[src/rtl/mul_pkg.sv]
// Shared definitions for the repeated-addition multiplier: default widths and
// the controller state encoding used by the control FSM, datapath and benches.
package mul_pkg;

    localparam int WIDTH_DEF  = 16;
    localparam int PWIDTH_DEF = 32;

    typedef enum logic [2:0] {
        S0_IDLE   = 3'd0,
        S1_LOAD_A = 3'd1,
        S2_LOAD_B = 3'd2,
        S3_ACCUM  = 3'd3,
        S4_DONE   = 3'd4
    } ctrl_state_t;

endpackage

[src/rtl/mul_out_reg.sv]
// Output holding register with valid/ready handshake. A capture pulse arriving
// while a result is still unconsumed is dropped and flagged in a sticky overrun.
module mul_out_reg
    import mul_pkg::*;
#(
    parameter int DW = PWIDTH_DEF + 1
) (
    input  logic          clk,
    input  logic          reset,
    input  logic          capture_i,
    input  logic [DW-1:0] data_i,
    input  logic          out_ready_i,
    output logic [DW-1:0] data_o,
    output logic          out_valid_o,
    output logic          overrun_o
);

    logic [DW-1:0] data_q, data_d;
    logic          valid_q, valid_d;
    logic          overrun_q, overrun_d;

    always_comb begin
        data_d    = data_q;
        valid_d   = valid_q;
        overrun_d = overrun_q;
        if (capture_i) begin
            // A slot frees up in the same cycle the consumer takes the old value.
            if (!valid_q || out_ready_i) begin
                data_d  = data_i;
                valid_d = 1'b1;
            end else begin
                overrun_d = 1'b1;
            end
        end else if (valid_q && out_ready_i) begin
            valid_d = 1'b0;
        end
    end

    always_ff @(posedge clk or posedge reset) begin
        if (reset) begin
            data_q    <= '0;
            valid_q   <= 1'b0;
            overrun_q <= 1'b0;
        end else begin
            data_q    <= data_d;
            valid_q   <= valid_d;
            overrun_q <= overrun_d;
        end
    end

    assign data_o      = data_q;
    assign out_valid_o = valid_q;
    assign overrun_o   = overrun_q;

endmodule

[src/rtl/mul_datapath.sv]
// Repeated-addition multiplier datapath: operand A, down-counter B, accumulator P
// and a handshaked product register. Define MUL_OVF_SAT_EN to saturate P on overflow.
module mul_datapath
    import mul_pkg::*;
#(
    parameter int WIDTH  = WIDTH_DEF,
    parameter int PWIDTH = PWIDTH_DEF
) (
    input  logic              clk,
    input  logic              reset,
    input  logic [WIDTH-1:0]  data_in,
    input  logic              ldA,
    input  logic              ldB,
    input  logic              ldP,
    input  logic              clrP,
    input  logic              decB,
    input  logic              add,
    input  logic              done,
    output logic              zero,
    output logic [PWIDTH-1:0] product,
    output logic              out_valid,
    input  logic              out_ready,
    output logic              ovf,
    output logic              ovf_out,
    output logic              overrun,
    output logic              proto_err
);

    localparam int DW = PWIDTH + 1;

    logic [WIDTH-1:0]  a_q, a_d;
    logic [WIDTH-1:0]  b_q, b_d;
    logic [PWIDTH-1:0] p_q, p_d;
    logic              ovf_q, ovf_d;
    logic              proto_err_q, proto_err_d;
    logic              done_q;
    logic [PWIDTH:0]   sum;
    logic              accum;
    logic              capture;
    logic [DW-1:0]     out_data;

    assign zero  = (b_q == '0);
    assign accum = add | ldP;
    // One extra bit so the carry-out of P + A is visible.
    assign sum   = {1'b0, p_q} + {{(PWIDTH + 1 - WIDTH){1'b0}}, a_q};

    always_comb begin
        a_d         = ldA ? data_in : a_q;
        b_d         = b_q;
        proto_err_d = proto_err_q;
        if (ldB) begin
            b_d = data_in;
        end else if (decB) begin
            if (zero) begin
                proto_err_d = 1'b1;
            end else begin
                b_d = b_q - WIDTH'(1);
            end
        end

        p_d   = p_q;
        ovf_d = ovf_q;
        if (clrP) begin
            p_d   = '0;
            ovf_d = 1'b0;
        end else if (accum) begin
            if (sum[PWIDTH]) begin
                ovf_d = 1'b1;
            end
`ifdef MUL_OVF_SAT_EN
            p_d = (ovf_q || sum[PWIDTH]) ? '1 : sum[PWIDTH-1:0];
`else
            p_d = sum[PWIDTH-1:0];
`endif
        end
    end

    always_ff @(posedge clk or posedge reset) begin
        if (reset) begin
            a_q         <= '0;
            b_q         <= '0;
            p_q         <= '0;
            ovf_q       <= 1'b0;
            proto_err_q <= 1'b0;
            done_q      <= 1'b0;
        end else begin
            a_q         <= a_d;
            b_q         <= b_d;
            p_q         <= p_d;
            ovf_q       <= ovf_d;
            proto_err_q <= proto_err_d;
            done_q      <= done;
        end
    end

    // done is a held level, so only its rising edge marks a completed operation.
    assign capture = done & ~done_q;

    mul_out_reg #(
        .DW(DW)
    ) u_out_reg (
        .clk        (clk),
        .reset      (reset),
        .capture_i  (capture),
        .data_i     ({ovf_q, p_q}),
        .out_ready_i(out_ready),
        .data_o     (out_data),
        .out_valid_o(out_valid),
        .overrun_o  (overrun)
    );

    assign product   = out_data[PWIDTH-1:0];
    assign ovf_out   = out_data[PWIDTH];
    assign ovf       = ovf_q;
    assign proto_err = proto_err_q;

endmodule

[config.mk]
export PLATFORM = sky130hd
export DESIGN_NAME = mul_datapath
export DESIGN_NICKNAME = d
export VERILOG_FILES = /design/src/rtl/mul_pkg.sv /design/src/rtl/mul_out_reg.sv /design/src/rtl/mul_datapath.sv
export SDC_FILE = /design/constraint.sdc
export NUM_CORES = 1
export LEC_CHECK = 0
export CAP_MARGIN = 20
export CORE_AREA = 2 2 147 91
export CTS_BUF_LIST = sky130_fd_sc_hd__clkbuf_2 sky130_fd_sc_hd__clkbuf_4 sky130_fd_sc_hd__clkbuf_8
export CTS_CLUSTER_SIZE = 8
export DETAILED_ROUTE_END_ITERATION = 8
export DIE_AREA = 0 0 149 93
export HOLD_SLACK_MARGIN = 0.08
export PLACE_DENSITY = 0.71
export SETUP_SLACK_MARGIN = 0.15
export SYNTH_ARGS = -nofsm -noshare
export SYNTH_HDL_FRONTEND = slang
export SYNTH_SLANG_ARGS = --single-unit
[constraint.sdc]
create_clock -name clk -period 3.21 [get_ports clk]
set_input_delay 0.8025 -clock clk [delete_from_list [all_inputs] [get_ports clk]]
set_output_delay 0.8025 -clock clk [all_outputs]
set_load 0.1 [all_outputs]
==> results of run 1 <==
## sequential cells by signal, summed over array words and instances, names as in the netlist, 16 cells and up
signal	cells
b_q	16
p_q	32
u_out_reg.data_o	33
a_q	16
## per-layer routing
layer  share of wire [%]  routed length [µm]  global-route usage [%]  vias up
met3                 7.2                 979                    5.17       20
met4                 1.2                 165                    5.95        0
met5                   0                   0                       0        -
met2                  41                5600                    29.1      173
li1                    -                   -                       -     2156
met1                  50                6860                    30.6     2234
## report_power, final
part	internal [mW]	switching [mW]	leakage (nW)
clock network	0.446	0.435	0.106
logic	0.550	1.25	1.43
registers	1.47	0.155	1.32
## placed cells by master (no fill, tap or decap), types with 4 or more instances in the layout
cell type / count
nor4_1: 7
ha_1: 18
mux2_2: 51
a21o_1: 5
nor3_1: 15
nor2b_1: 7
nor2_1: 31
o21ai_0: 27
nand3_1: 22
a21oi_1: 39
nand2_1: 63
o21ai_1: 8
inv_1: 14
o311ai_0: 9
xnor2_1: 11
xor2_1: 8
dfrtp_1: 102
clkbuf_8: 9
or3_1: 6
a211oi_1: 4
clkdlybuf4s50_1: 25
nand2b_1: 7
nand4_1: 11
or4_1: 4
o21a_1: 4
o211ai_1: 4
or2_2: 6
buf_4: 47
## path summary, 6_finish.rpt
check	end	slack [ns]	cells past startpoint
worst max-delay path	zero	0.30	4
worst min-delay path	u_out_reg.overrun_o	0.49	2
worst max register to register	p_q[30]	0.55	9
worst min register to register	u_out_reg.overrun_o	0.49	2
max in group asynchronous	p_q[19]	2.04	3
min in group asynchronous	u_out_reg.out_valid_o	0.88	3
## kinds of logic (layout without fill, tap and decap cells)
kind of cell,Yosys count,after routing,synth area share (%)
AO/OA/AOI/OAI,124,124,14.0
buffers and inverters,42,106,3.28
XOR/XNOR,19,19,3.01
AND/OR/NAND/NOR,201,201,18.7
multiplexers,51,51,10.4
adder cells (fa/ha/maj),19,19,4.44
flip-flops,102,102,46.2
## worst max-delay path, stage by stage (launching register included)
cell     delay (ns)
dfrtp_1        0.43
or4_4          0.59
nor4_2         0.28
and2_4         0.26
buf_12         0.18
## what timing repair did
item,CTS,global route
buffers inserted,0,0
gates resized for setup,1,2
hold endpoints to repair,0,0
endpoints found under the setup margin,1,1
hold buffers,0,0
pin swaps,0,0
## final cells by class
class                           count  area [µm²]  share of cell area (%)
Tap cell                          170         213                    3.26
Timing Repair Buffer               75         663                    10.2
Inverter                           16        63.8                   0.979
Clock inverter                      5        85.1                    1.31
Clock buffer                       10         131                    2.02
Sequential cell                   102        2550                    39.2
Multi-Input combinational cell    414        2810                    43.1
==> flow_summary.json, run 1 <==
{
  "dp_hpwl_mm": 9.96,
  "drtIter0Drc": 434,
  "vias_per_cell": 5.79,
  "yosysMostFrequentCell": "dfrtp_1",
  "grt_setup_unrepaired": "no",
  "cp_data_required_time_ns": 2.41,
  "core_um2": 12600,
  "synth.area.top_cells": "dfrtp_1 (46%), mux2_2 (10%), nand2_1 (4.3%)",
  "synth_common_cells": "dfrtp_1 (102), nand2_1 (63), mux2_2 (51)",
  "die_area_um2": 13900,
  "drive_gt1_share_pct": 21.7,
  "antenna_left": 0,
  "critPathLaunch": "b_q[4]",
  "netlist_area_um2": 5520,
  "nFillCells": 1149,
  "ir_drop_mv": 0.626,
  "worstPathArrival_ns": 2.11,
  "path_clk_slew_ns": 0.09,
  "grt_pass1_wl_mm": 22.1,
  "fin_ws_ns": 0.298,
  "post-route-util_pct": 51.9,
  "initial_core_util_pct": 43.9,
  "worst_pin_slew_ns": 0.883,
  "io_buffers": 63,
  "n_antenna_cell": 0,
  "power_density_nw_per_um2": 661,
  "final_cell_area_um2": 6520,
  "start_kind": "flop",
  "wl_per_cell_um": 17.2,
  "drv_cap": 0,
  "overflow": 0,
  "vias": 4583,
  "ys_ff_latch": 102,
  "ys_warn_count": 0,
  "clock-sinks": 102,
  "min-delay-start": "u_out_reg.overrun_o",
  "fin_nets": 663,
  "syn_inst": 558,
  "finalSetupTns_ns": 0,
  "finClkSkew_ns": 0.0132,
  "yosysTopAreaCellShare_pct": 46.2,
  "synthFlopType": "dfrtp_1",
  "drc": 0,
  "clk_path_buf_depth": 2,
  "p_leak_nw": 2.86,
  "worstReg2RegStart": "p_q[0]",
  "holdWs_ns": 0.492,
  "drtPass1Iterations": 5,
  "fp.dieW_um": 149,
  "yosys.area.top_type": "dfrtp_1",
  "grt_max_degree": 57,
  "grt_pass1_vias": 4300,
  "fin_crit_ns": 2.91,
  "outcome": "finished, final reports clean",
  "end_kind": "output pin",
  "grt_antenna_before_repair": 0,
  "drt-total-wl_mm": 13.6,
  "htree_levels": 3,
  "die_y_um": 93,
  "ys_async_sr_fraction_pct": 100,
  "place_ws_ns": 0.493,
  "synth-seq-area-share_pct": 46.2,
  "boundaryPins": 64,
  "rows": 32,
  "synth_edf_count": 0,
  "grt_usage_pct": 20.5,
  "gp_congestion": 0.936,
  "crit_type": "reg -> out",
  "insertion_delay_ns": 0.37,
  "slew_violations": 0,
  "fin_crit_sh_pct": 90.7,
  "cts_made_buffers": 9,
  "crit_fanout": 8,
  "finalSetupViolCount": 0,
  "cts_tree": "done",
  "root_buffer": "clkbuf_8",
  "holdCritPathClass": "reg -> reg",
  "relSlewSlack_pct": 41.0,
  "syn_to_final_growth_pct": 18.0,
  "dp_cells": 777,
  "hold_viol_final": 0,
  "syn_area_per_cell_um2": 9.90,
  "synth_cell_types": 57,
  "max_clock_freq_mhz": 343,
  "syn-num-nets": 603,
  "post_dp_cell_area_um2": 6290,
  "layout.cells.non_filler": 792,
  "power.total_mw": 4.31
}
Power figures use the tool's default switching activity.
==> inputs of run 2 (changes only) <==
- CAP_MARGIN: 20 -> 10
==> results of run 2 <==
The final DEF is identical to that of run 1; final timing and power are the same.
